--- src/rtl/alu_arbiter_if.sv ---
// Bundle of the two request ports, the ALU control/result bus and the response channel.
// The slave modport is the arbiter's view; master is the client/ALU side.
interface alu_arbiter_if #(parameter int WIDTH = 16);
  logic             req0_valid, req0_ready;
  logic [2:0]       req0_op;
  logic [WIDTH-1:0] req0_a, req0_b;
  logic             req1_valid, req1_ready;
  logic [2:0]       req1_op;
  logic [WIDTH-1:0] req1_a, req1_b;

  logic [WIDTH-1:0] alu_src1, alu_src2;
  logic             alu_invert_a, alu_invert_b;
  logic [1:0]       alu_operation;
  logic [WIDTH-1:0] alu_result;
  logic             alu_zero, alu_overflow;

  logic             resp_valid, resp_ready, resp_id;
  logic [WIDTH-1:0] resp_result;
  logic             resp_zero, resp_overflow, resp_err;

  modport slave (
    input  req0_valid, req0_op, req0_a, req0_b,
    input  req1_valid, req1_op, req1_a, req1_b,
    output req0_ready, req1_ready,
    output alu_src1, alu_src2, alu_invert_a, alu_invert_b, alu_operation,
    input  alu_result, alu_zero, alu_overflow,
    output resp_valid, resp_id, resp_result, resp_zero, resp_overflow, resp_err,
    input  resp_ready
  );

  modport master (
    output req0_valid, req0_op, req0_a, req0_b,
    output req1_valid, req1_op, req1_a, req1_b,
    input  req0_ready, req1_ready,
    input  alu_src1, alu_src2, alu_invert_a, alu_invert_b, alu_operation,
    output alu_result, alu_zero, alu_overflow,
    input  resp_valid, resp_id, resp_result, resp_zero, resp_overflow, resp_err,
    output resp_ready
  );
endinterface

--- src/rtl/alu_arbiter.sv ---
// Round-robin sequencer sharing one combinational ALU between two requesters:
// grant in IDLE, drive ALU in EXEC, hold a tagged response in RESP until accepted.
module alu_arbiter #(
  parameter int WIDTH = 16
) (
  input logic          clk,
  input logic          rst,
  alu_arbiter_if.slave bus
);
  localparam logic [2:0] OP_AND = 3'b000, OP_OR = 3'b001, OP_ADD = 3'b010, OP_SUB = 3'b011,
                         OP_SLT = 3'b100, OP_NOR = 3'b101, OP_NAND = 3'b110, OP_RSV = 3'b111;

  typedef enum logic [1:0] {IDLE, EXEC, RESP} state_t;

  state_t           r_state, w_next;
  logic             r_last_grant, r_id;
  logic [2:0]       r_op;
  logic [WIDTH-1:0] r_a, r_b;
  logic             r_resp_valid, r_resp_zero, r_resp_ovf, r_resp_err;
  logic [WIDTH-1:0] r_resp_result;

  logic             w_rdy0, w_rdy1, w_grant, w_pick1;
  logic             w_inv_a, w_inv_b;
  logic [1:0]       w_oper;
  logic [WIDTH-1:0] w_src1, w_src2;
  logic             w_ovf_ok;

  always_ff @(posedge clk or posedge rst) begin
    if (rst) r_state <= IDLE;
    else     r_state <= w_next;
  end

  // On a tie the port that did not win last time takes the grant.
  always_comb begin
    w_next  = r_state;
    w_rdy0  = 1'b0;
    w_rdy1  = 1'b0;
    w_pick1 = bus.req1_valid & (~bus.req0_valid | ~r_last_grant);
    w_grant = 1'b0;
    case (r_state)
      IDLE: begin
        w_grant = bus.req0_valid | bus.req1_valid;
        w_rdy1  = w_pick1;
        w_rdy0  = bus.req0_valid & ~w_pick1;
        if (w_grant) w_next = EXEC;
      end
      EXEC:    w_next = RESP;
      RESP:    if (bus.resp_ready) w_next = IDLE;
      default: w_next = IDLE;
    endcase
  end

  always_comb begin
    w_inv_a  = 1'b0;
    w_inv_b  = 1'b0;
    w_oper   = 2'b00;
    w_ovf_ok = 1'b0;
    case (r_op)
      OP_AND:  w_oper = 2'b00;
      OP_OR:   w_oper = 2'b01;
      OP_ADD:  begin w_oper = 2'b10; w_ovf_ok = 1'b1; end
      OP_SUB:  begin w_inv_b = 1'b1; w_oper = 2'b10; w_ovf_ok = 1'b1; end
      OP_SLT:  begin w_inv_b = 1'b1; w_oper = 2'b11; end
      OP_NOR:  begin w_inv_a = 1'b1; w_inv_b = 1'b1; w_oper = 2'b00; end
      OP_NAND: begin w_inv_a = 1'b1; w_inv_b = 1'b1; w_oper = 2'b01; end
      default: ;
    endcase
  end

  // ALU sees live operands only in EXEC with a legal opcode; otherwise all zero.
  always_comb begin
    w_src1 = '0;
    w_src2 = '0;
    if (r_state == EXEC && r_op != OP_RSV) begin
      w_src1 = r_a;
      w_src2 = r_b;
    end
  end

  assign bus.req0_ready    = w_rdy0;
  assign bus.req1_ready    = w_rdy1;
  assign bus.alu_src1      = w_src1;
  assign bus.alu_src2      = w_src2;
  assign bus.alu_invert_a  = (r_state == EXEC) & w_inv_a;
  assign bus.alu_invert_b  = (r_state == EXEC) & w_inv_b;
  assign bus.alu_operation = (r_state == EXEC) ? w_oper : 2'b00;

  always_ff @(posedge clk or posedge rst) begin
    if (rst) begin
      r_last_grant <= 1'b1;
      r_id         <= 1'b0;
      r_op         <= '0;
      r_a          <= '0;
      r_b          <= '0;
    end else if (w_grant) begin
      r_last_grant <= w_pick1;
      r_id         <= w_pick1;
      r_op         <= w_pick1 ? bus.req1_op : bus.req0_op;
      r_a          <= w_pick1 ? bus.req1_a  : bus.req0_a;
      r_b          <= w_pick1 ? bus.req1_b  : bus.req0_b;
    end
  end

  always_ff @(posedge clk or posedge rst) begin
    if (rst) begin
      r_resp_valid  <= 1'b0;
      r_resp_result <= '0;
      r_resp_zero   <= 1'b0;
      r_resp_ovf    <= 1'b0;
      r_resp_err    <= 1'b0;
    end else if (r_state == EXEC) begin
      r_resp_valid  <= 1'b1;
      r_resp_err    <= (r_op == OP_RSV);
      r_resp_result <= (r_op == OP_RSV) ? '0 : bus.alu_result;
      r_resp_zero   <= (r_op != OP_RSV) & bus.alu_zero;
      r_resp_ovf    <= w_ovf_ok & bus.alu_overflow;
    end else if (r_state == RESP && bus.resp_ready) begin
      r_resp_valid  <= 1'b0;
    end
  end

  logic r_resp_id;
  always_ff @(posedge clk or posedge rst) begin
    if (rst)                    r_resp_id <= 1'b0;
    else if (r_state == EXEC)   r_resp_id <= r_id;
  end

  assign bus.resp_valid    = r_resp_valid;
  assign bus.resp_id       = r_resp_id;
  assign bus.resp_result   = r_resp_result;
  assign bus.resp_zero     = r_resp_zero;
  assign bus.resp_overflow = r_resp_ovf;
  assign bus.resp_err      = r_resp_err;
endmodule

--- src/flat_wrapper.sv ---
// flat-port wrapper written by rule: the top's interface ports become plain ports
module alu_arbiter_flat 
#(
  parameter int WIDTH = 16
)
  (clk, rst, bus_req0_valid, bus_req0_op, bus_req0_a, bus_req0_b, bus_req1_valid, bus_req1_op, bus_req1_a, bus_req1_b, bus_req0_ready, bus_req1_ready, bus_alu_src1, bus_alu_src2, bus_alu_invert_a, bus_alu_invert_b, bus_alu_operation, bus_alu_result, bus_alu_zero, bus_alu_overflow, bus_resp_valid, bus_resp_id, bus_resp_result, bus_resp_zero, bus_resp_overflow, bus_resp_err, bus_resp_ready);
  alu_arbiter_if #(.WIDTH(WIDTH)) bus_i ();
  input logic clk;
  input logic rst;
  input wire logic [$bits(bus_i.req0_valid)-1:0] bus_req0_valid;
  input wire logic [$bits(bus_i.req0_op)-1:0] bus_req0_op;
  input wire logic [$bits(bus_i.req0_a)-1:0] bus_req0_a;
  input wire logic [$bits(bus_i.req0_b)-1:0] bus_req0_b;
  input wire logic [$bits(bus_i.req1_valid)-1:0] bus_req1_valid;
  input wire logic [$bits(bus_i.req1_op)-1:0] bus_req1_op;
  input wire logic [$bits(bus_i.req1_a)-1:0] bus_req1_a;
  input wire logic [$bits(bus_i.req1_b)-1:0] bus_req1_b;
  output wire logic [$bits(bus_i.req0_ready)-1:0] bus_req0_ready;
  output wire logic [$bits(bus_i.req1_ready)-1:0] bus_req1_ready;
  output wire logic [$bits(bus_i.alu_src1)-1:0] bus_alu_src1;
  output wire logic [$bits(bus_i.alu_src2)-1:0] bus_alu_src2;
  output wire logic [$bits(bus_i.alu_invert_a)-1:0] bus_alu_invert_a;
  output wire logic [$bits(bus_i.alu_invert_b)-1:0] bus_alu_invert_b;
  output wire logic [$bits(bus_i.alu_operation)-1:0] bus_alu_operation;
  input wire logic [$bits(bus_i.alu_result)-1:0] bus_alu_result;
  input wire logic [$bits(bus_i.alu_zero)-1:0] bus_alu_zero;
  input wire logic [$bits(bus_i.alu_overflow)-1:0] bus_alu_overflow;
  output wire logic [$bits(bus_i.resp_valid)-1:0] bus_resp_valid;
  output wire logic [$bits(bus_i.resp_id)-1:0] bus_resp_id;
  output wire logic [$bits(bus_i.resp_result)-1:0] bus_resp_result;
  output wire logic [$bits(bus_i.resp_zero)-1:0] bus_resp_zero;
  output wire logic [$bits(bus_i.resp_overflow)-1:0] bus_resp_overflow;
  output wire logic [$bits(bus_i.resp_err)-1:0] bus_resp_err;
  input wire logic [$bits(bus_i.resp_ready)-1:0] bus_resp_ready;
  assign bus_i.req0_valid = bus_req0_valid;
  assign bus_i.req0_op = bus_req0_op;
  assign bus_i.req0_a = bus_req0_a;
  assign bus_i.req0_b = bus_req0_b;
  assign bus_i.req1_valid = bus_req1_valid;
  assign bus_i.req1_op = bus_req1_op;
  assign bus_i.req1_a = bus_req1_a;
  assign bus_i.req1_b = bus_req1_b;
  assign bus_req0_ready = bus_i.req0_ready;
  assign bus_req1_ready = bus_i.req1_ready;
  assign bus_alu_src1 = bus_i.alu_src1;
  assign bus_alu_src2 = bus_i.alu_src2;
  assign bus_alu_invert_a = bus_i.alu_invert_a;
  assign bus_alu_invert_b = bus_i.alu_invert_b;
  assign bus_alu_operation = bus_i.alu_operation;
  assign bus_i.alu_result = bus_alu_result;
  assign bus_i.alu_zero = bus_alu_zero;
  assign bus_i.alu_overflow = bus_alu_overflow;
  assign bus_resp_valid = bus_i.resp_valid;
  assign bus_resp_id = bus_i.resp_id;
  assign bus_resp_result = bus_i.resp_result;
  assign bus_resp_zero = bus_i.resp_zero;
  assign bus_resp_overflow = bus_i.resp_overflow;
  assign bus_resp_err = bus_i.resp_err;
  assign bus_i.resp_ready = bus_resp_ready;
  alu_arbiter #(.WIDTH(WIDTH)) u_core (.clk(clk), .rst(rst), .bus(bus_i));
endmodule
--- config.mk ---
export PLATFORM = sky130hd
export DESIGN_NAME = alu_arbiter_flat
export DESIGN_NICKNAME = d
export VERILOG_FILES = /design/src/rtl/alu_arbiter_if.sv /design/src/rtl/alu_arbiter.sv /design/src/flat_wrapper.sv
export SDC_FILE = /design/constraint.sdc
export NUM_CORES = 1
export LEC_CHECK = 0
export CORE_ASPECT_RATIO = 0.7
export CORE_MARGIN = 4
export CORE_UTILIZATION = 26
export DETAILED_ROUTE_END_ITERATION = 8
export DONT_BUFFER_PORTS = 1
export PLACE_DENSITY_LB_ADDON = 0.15
export SLEW_MARGIN = 20
export SYNTH_ARGS = -nofsm -noshare
export SYNTH_HDL_FRONTEND = slang
export SYNTH_SLANG_ARGS = --single-unit
--- constraint.sdc ---
create_clock -name clk -period 3.63 [get_ports clk]
set_input_delay 0.363 -clock clk [delete_from_list [all_inputs] [get_ports clk]]
set_output_delay 0.363 -clock clk [all_outputs]
set_load 0.005 [all_outputs]
==> Yosys cells after proc, flatten, opt, wreduce, memory -nomap -nowiden <==
Index checks and enable logic that the tools add are counted.
{ "op_classes": {"eq_ne": 12, "muxes": 19, "bitwise": 11, "n_reduce_logical": 9} }
{ "ops": {"columns": ["operator", "n"], "rows": [
  ["$mux W16", 5],
  ["$eq A3 B3 Y1 const B", 4],
  ["$pmux W2 S3", 2],
  ["$mux W1", 8],
  ["$and A1 B1 Y1", 6],
  ["$eq A3 B2 Y1 const B", 2],
  ["$mux W2", 3],
  ["$reduce_or A2 Y1", 3],
  ["$reduce_or A4 Y1", 1],
  ["$eq A3 B1 Y1 const B", 1],
  ["$mux W3", 1],
  ["$ne A3 B3 Y1 const B", 1],
  ["$not A1 Y1", 3],
  ["$eq A2 B1 Y1 const B", 1],
  ["$eq A2 B2 Y1 const B", 1],
  ["$logic_and A1 B1 Y1", 2],
  ["$logic_not A2 Y1", 1],
  ["$ne A2 B1 Y1 const B", 1],
  ["$ne A2 B2 Y1 const B", 1],
  ["$or A1 B1 Y1", 2],
  ["$reduce_and A2 Y1", 1],
  ["$reduce_bool A2 Y1", 1]
]} }
{ "word_totals": {"ff_bits": 60, "in_bits": 93, "out_inout_bits": 59, "wordCells": 63} }

==> Longest topological paths before layout <==
Gate-level depths: netlist of run 1.
{ "depth": {"word_depth": 6, "ltp_mapped": 5} }

==> Worst setup path before layout of run 1 <==
OpenSTA, ideal clock, no wires.
{ "synth_timing": {"path_type": "register -> output", "from": "register u_core.r_state[1]", "to": "output port bus_alu_src2[10]", "t_arrival_ps": 1264, "slack_ps": 2003, "stages_incl_launch_ff": 6, "n_path_buf": 2, "path_cell_list": "dfrtp_1 -> nand2b_1 -> buf_2 -> a31oi_2 -> clkbuf_1 -> and2_1"} }
{ "synth_between": {"elab_chain_cells": 3} }
{ "synth_rtl": {"columns": ["element", "line_no", "text"], "rows": [
  ["start, declared", "alu_arbiter.sv:15", "state_t r_state, w_next;"],
  ["start signal, assigned", "alu_arbiter.sv:30", "else r_state <= w_next;"],
  ["$eq A2 B1 Y1", "alu_arbiter.sv:74", "if (r_state == EXEC && r_op != OP_RSV) begin"],
  ["$logic_and A1 B1 Y1", "alu_arbiter.sv:74", null],
  ["$mux W16", "alu_arbiter.sv:74", null],
  ["end, declared", "flat_wrapper.sv:21", "output wire logic [$bits(bus_i.alu_src2)-1:0] bus_alu_src2;"]
]} }
No other way between the ends.

==> Worst setup path in the final report of run 1 <==
{ "layout_timing": {"from": "register u_core.r_state[1]", "to": "output port bus_alu_src1[15]"} }
{ "layout_between": {"elab_chain_cells": 3} }
{ "layout_rtl": {"columns": ["element", "line_no", "text"], "rows": [
  ["$eq A2 B1 Y1", "alu_arbiter.sv:74", null],
  ["$logic_and A1 B1 Y1", "alu_arbiter.sv:74", null],
  ["$mux W16", "alu_arbiter.sv:74", null],
  ["end, declared", "flat_wrapper.sv:20", "output wire logic [$bits(bus_i.alu_src1)-1:0] bus_alu_src1;"]
]} }
No other way between the ends.

==> impl_metrics.yaml, run 1 <==
synth:
  synth_area_per_cell_um2: 13.6
  synthMuxAreaShare_pct: 31.5
  yosysTopAreaCell: "dfrtp_1"
  synthXorXnorAreaFrac_pct: 0.552
  ys_seq_elements: 60
  seq_area_frac_synth_pct: 47.3
  netlist_area_um2: 3170
  yosys.area_share.adder_pct: 0
  syn-num-nets: 327
  synth_compound_area_share_pct: 7.25
  ys_types: 26
  syn_inst: 234
  synth_top_family_by_area: "multiplexers"
  synth_area_leaders: "dfrtp_1, mux2_4, and2_1, mux2_2, a22o_1"
  ys_warn_count: 0
  synth_top_area_share_pct: 46.5
  synth-simple-area-share_pct: 8.87
clocking:
  post_cts_resized: 0
  numCtsBuffers: 9
  cts_max_level: 3
  clk_pin_slew_worst_paths_ps: 60
  clk_latency_ps: 320
  cts_sinks: 60
  clock-root-buffer: "clkbuf_16"
  cts_max_path_buffers: 2
  cts_tree: "built"
sta:
  fin_ws_ps: 1380
  setup_viol: 0
  fin_crit_ps: 2250
  setup-tns-final_ps: 0
  rsz0062_at_grt: "no"
  skew_ps: 5.71
  slew_violations: 0
  min_period_over_period_pct: 61.9
  tightestPinTransition_ps: 602
  finalHoldViolations: 0
  slew_headroom_pct: 59.8
  max_freq_mhz: 445
worst_setup_path:
  worstSetupStartpoint: "u_core.r_state[1]$_DFFE_PP0P_"
  critical_path_class: "flop to primary output"
  worstPathArrival_ps: 1890
  crit_path_start_kind: "flop"
  reg2reg_from: "u_core.r_state[1]$_DFFE_PP0P_"
  end_kind: "primary output"
  crit_fanout: 19
  crit_required_ps: 3270
routing:
  vias_per_cell: 4.51
  drt_iter0_drc: 40
  vias: 1796
  drtPass1Iterations: 4
  avgRoutedWirePerCell_um: 18.5
  routed_wl_um: 7350
  drc: 0
  ant_nets: 0
placement:
  place_ws_ps: 1450
  dp_hpwl_um: 5190
  gp_congestion: 0.708
  io_buffers: 0
finish:
  drive_gt1_share_pct: 40.0
  area_growth_syn_to_layout_pct: 15.4
  fillers: 1229
  nNetsFinal: 328
floorplan:
  initial_core_util_pct: 26.9
  die_h_um: 100
  ios: 152
  num_rows: 33
  coreArea_um2: 11800
  die_area_um2: 14100
  die_x_um: 140
power:
  p_leak_nw: 1.64
  comb_power_share_pct: 36.0
  ir_drop_v: 0.000307
  p_seq_share_pct: 36.5
  p_int_w: 0.00235
  powerDensity_nw_per_um2: 937
  clockPowerShare_pct: 27.6
  swShare_pct: 31.6
  switchingPower_w: 0.00108
global_route:
  grt_pass1_wl_um: 11300
  overflow: 0
  antenna_found_initial: 0
  grt_usage_pct: 10.5
  grt_pass1_vias: 2069
  grt_max_degree: 34
hold_path:
  hp-class: "input pin to flop"
  hold_start: "bus_req0_valid"
run_status:
  status: "finished, final reports clean"
flow_run:
  max_cap_violations: 0
critical path, stage by stage, from the launching register on:
cell and delay, ps:
dfrtp_1 410, nand2b_1 200, a31oi_4 430, buf_4 320
and2_1 190
sequential cells by signal, indices dropped and copies added, names as in the netlist:
name	flops
u_core.bus.resp_err	1
u_core.bus.resp_valid	1
u_core.r_b	16
u_core.r_op	3
u_core.r_state	2
u_core.r_id	1
u_core.bus.resp_overflow	1
u_core.r_last_grant	1
u_core.bus.resp_id	1
u_core.r_a	16
u_core.bus.resp_zero	1
u_core.bus.resp_result	16
placed cells by master, fill, tap and decap left out, types with 2 or more instances in the layout:
master,Yosys,layout
dfrtp_1,59,59
mux2_4,54,54
and2_1,33,33
a22o_1,17,17
mux2_2,15,15
clkbuf_16,0,9
nor2_1,6,6
a21oi_1,6,6
buf_4,1,6
nand2_1,5,5
inv_1,5,4
nand2b_1,2,2
mux2i_1,2,2
nor3b_1,2,2
o21ai_0,2,2
bufinv_16,0,2
clkinvlp_4,0,2
clkbuf_8,0,2
power groups by stage:
stage                     Sequential, W  Clock [W]  Combinational [W]
after CTS                       0.00126   0.000978            0.00128
after global routing            0.00130    0.00101            0.00136
after floorplan                 0.00117          0            0.00111
after detailed placement        0.00126          0            0.00127
after global placement          0.00126          0            0.00125
final                           0.00125   0.000947            0.00123
metal layers:
metal	share of wire, %	GRT usage [%]	vias to the layer above
met5	0	0	-
met4	1.1	3.13	0
met3	9.3	5.19	9
met2	43	14.9	99
met1	47	14.0	871
li1	-	-	817
cell type report:
| type | count | area (µm²) | area share (%) |
|---|---|---|---|
| inverters | 5 | 18.8 | 0.512 |
| clock inverters | 5 | 83.8 | 2.29 |
| well taps | 157 | 196 | 5.36 |
| multi-input cells | 152 | 1550 | 42.3 |
| clock buffers | 11 | 253 | 6.90 |
| repair buffers | 7 | 55.1 | 1.50 |
| flip-flops and latches | 60 | 1500 | 41.0 |
| diodes | 1 | 2.50 | 0.0683 |
synth_stat cells (all sizes together):
library cell  number
mux2              69
dfrtp             59
and2              33
a22o              17
buf               11
a21oi              6
clkbuf             6
nor2               6
inv                5
nand2              5
a31oi              2
mux2i              2
nand2b             2
nor3b              2
o21ai              2
a21boi             1
dfstp              1
nor2b              1
o21a               1
o21bai             1
xnor2              1
xor2               1
what timing repair did:
| action | CTS | global route |
|---|---|---|
| hold endpoints to repair | 3 | 0 |
| setup buffers | 0 | 0 |
| hold buffers | 1 | 0 |
| endpoints found under the setup margin | 0 | 0 |
final timing paths:
kind	end	slack, ps	depth (start not counted)
hold / removal	u_core.r_last_grant$_DFFE_PP1P_	130	1
setup / recovery	bus_alu_src1[15]	1380	4
max in group asynchronous	u_core.r_a[3]$_DFFE_PP0P_	2180	3
setup reg to reg	u_core.r_b[5]$_DFFE_PP0P_	1490	4
hold reg to reg	u_core.r_b[6]$_DFFE_PP0P_	500	1
min in group asynchronous	u_core.r_state[0]$_DFFE_PP0P_	570	2
stage by stage:
step	power (W)	instances	area, µm²	util, %	hold slack [ps]
global placement	0.00252	380	3310	28.1	367
floorplan	0.00228	234	3170	-	433
global route	0.00366	397	3660	31.0	113
finish	0.00343	398	3660	31.0	127
CTS	0.00352	397	3660	31.0	105
detailed placement	0.00253	380	3310	28.1	364
cell families (layout without fill, tap and decap cells):
family | Yosys count | count (layout)
muxes | 71 | 71
DFF | 60 | 60
xor gates and xnor gates | 2 | 2
and+or+nand+nor | 49 | 49
buffers and inverters | 22 | 28
AOI/OAI and AO/OA | 30 | 30
other | 0 | 1
(Power assumes the default switching activity.)
==> run 2: changes to the inputs <==
- ABC_AREA: unset -> 1
- clock period: 3.63 -> 2.24 ns (I/O delays scaled with it)
==> run 2 against run 1 <==
Critical path depth stayed put; cell area is 7.5% higher; sequential cell count stayed put; cell count is 67% higher.
==> impl_metrics.yaml, run 2 <==
worst_setup_path:
  end_kind: "primary output"
  crit_fanout: 19
  crit_chain: "nor2_4 > nand2_2 > buf_4 > nor2_1"
  slowest_delay_ps: 430
  crit_slowest_cell: "dfrtp_1"
  critical_path_class: "flop to primary output"
  crit_required_ps: 2020
  crit_buf_inv: 1
  critPathTopFamily: "simple AND/OR/NAND/NOR gates"
  worstPathArrival_ps: 1640
  crit_path_start_kind: "flop"
placement:
  place_ws_ps: 636
  gp_congestion: 0.748
  io_buffers: 0
  dp_cells: 636
  dp_hpwl_um: 6540
finish:
  area_growth_syn_to_layout_pct: 17.1
  final_common_cell: "nand2_1"
  final_cell_mix: "nand2_1, inv_1, nand3_1"
  drive_gt1_share_pct: 9.34
  fin_cells: 665
  nNetsFinal: 591
  antennaDiodeCount: 0
sta:
  min_period_over_period_pct: 83.4
  slew_headroom_pct: 58.6
  fin_ws_ps: 373
  finalHoldViolations: 0
  slew_violations: 0
  rsz0062_at_grt: "no"
  max_freq_mhz: 536
  setup-tns-final_ps: 0
  tightestPinTransition_ps: 620
  fin_crit_ps: 1870
  skew_ps: 6.88
  setup_viol: 0
synth:
  ys_warn_count: 0
  syn-num-nets: 582
  synth_area_leaders: "dfrtp_1, nand2_1, inv_1, nand3_1, nor2_1"
  syn_inst: 489
  yosysTopAreaCell: "dfrtp_1"
  ys_types: 21
  seq_area_frac_synth_pct: 44.7
  synthFlopType: "dfrtp_1"
  synth_area_per_cell_um2: 6.88
  netlist_area_um2: 3360
  ys_seq_elements: 60
  synth_common_cells: "nand2_1, inv_1, nand3_1, dfrtp_1, nor2_1"
  async_flop_share_pct: 100
  synth_top_area_share_pct: 43.9
  synth_edf_count: 0
  synth.most_common_cell: "nand2_1"
floorplan:
  ios: 152
  die_area_um2: 14800
  coreArea_um2: 12500
  num_rows: 34
  die_x_um: 144
  die_h_um: 103
  initial_core_util_pct: 26.8
clocking:
  cts_max_path_buffers: 2
  cts_tree: "built"
  clk_pin_slew_worst_paths_ps: 50
  cts_sinks: 60
  numCtsBuffers: 9
  postCtsHoldBufs: 13
  post-cts-setup-buffer-count: 0
  post_cts_resized: 0
  cts_max_level: 3
  clk_latency_ps: 330
  clock-root-buffer: "clkbuf_16"
routing:
  vias: 2799
  vias_per_cell: 4.21
  drc: 0
  routed_wl_um: 9000
  drt_iter0_drc: 85
  ant_nets: 0
  drtPass1Iterations: 5
  avgRoutedWirePerCell_um: 13.5
run_status:
  status: "finished, final reports clean"
flow_run:
  max_cap_violations: 0
global_route:
  grt_pass1_vias: 2849
  grt_pass1_wl_um: 14300
  antenna_found_initial: 0
  grt_max_degree: 38
  overflow: 0
  grt_usage_pct: 12.5
power:
  powerDensity_nw_per_um2: 1350
  p_leak_nw: 2.28
  power_w: 0.00532
  ir_drop_v: 0.000404
hold_path:
  hp-class: "input pin to flop"
[run 2: cell count changes in the layout (fill, tap and decap cells not counted), sizes merged, moves of 4 or more]
| cell | before | now |
|---|---|---|
| dlygate4sd3 | 1 | 13 |
| inv | 5 | 113 |
| nand2 | 5 | 169 |
| o21ai | 2 | 6 |
| a21oi | 6 | 1 |
| a22o | 17 | 0 |
| nand3 | 0 | 73 |
| nor2 | 6 | 42 |
| and2 | 33 | 0 |
| mux2 | 69 | 0 |
[run 2: cells by family after synthesis]
family                 share of synthesized area, %
buffers and inverters                          17.2
AND/OR/NAND/NOR                                37.1
AO/OA/AOI/OAI                                  1.04
flip-flops                                     44.7
[run 2: cell type report]
| class | instances | area, µm² |
|---|---|---|
| clock buffer | 13 | 280 |
| clock inverter | 3 | 42.5 |
| fill | 1364 | 8610 |
| inverter | 113 | 424 |
| multi-input combinational | 293 | 1280 |
| sequential | 60 | 1500 |
| tap | 162 | 203 |
| timing repair buffer | 21 | 203 |
[run 2: path summary, 6_finish.rpt]
path	from	to	slack, ps	cells past startpoint
worst max-delay path	u_core.r_state[1]$_DFFE_PP0P_	bus_alu_src2[7]	370	4
worst min register to register	u_core.r_last_grant$_DFFE_PP1P_	u_core.r_last_grant$_DFFE_PP1P_	470	2
min in group asynchronous	rst	u_core.r_a[4]$_DFFE_PP0P_	410	2
worst min-delay path	bus_alu_result[3]	u_core.bus.resp_result[3]$_DFFE_PP0P_	10	2
worst max register to register	u_core.r_last_grant$_DFFE_PP1P_	u_core.r_op[2]$_DFFE_PP0P_	670	6
max in group asynchronous	rst	u_core.r_last_grant$_DFFE_PP1P_	1170	3
[run 2: stage by stage]
stage          utilization [%]  hold WS [ps]  instance area [µm²]
2_1_floorplan                -           331                 3360
3_3_place_gp              27.8           201                 3480
3_5_place_dp              27.8           199                 3480
4_1_cts                   31.4          1.56                 3940
5_1_grt                   31.4         0.417                 3940
6_report                  31.4          11.2                 3940
[run 2: metal layers]
| layer | part of all wire (%) | global-route usage, % | up-vias |
|---|---|---|---|
| met5 | 0 | 0 | - |
| met4 | 1.2 | 3.98 | 0 |
| met3 | 8.6 | 5.47 | 11 |
| met1 | 47 | 16.1 | 1243 |
| li1 | - | - | 1440 |
| met2 | 43 | 18.9 | 105 |
[run 2: where the power goes]
group	switching, W	internal [W]
logic	0.00127	0.000600
registers	0.000354	0.00164
clock network	0.000480	0.000979
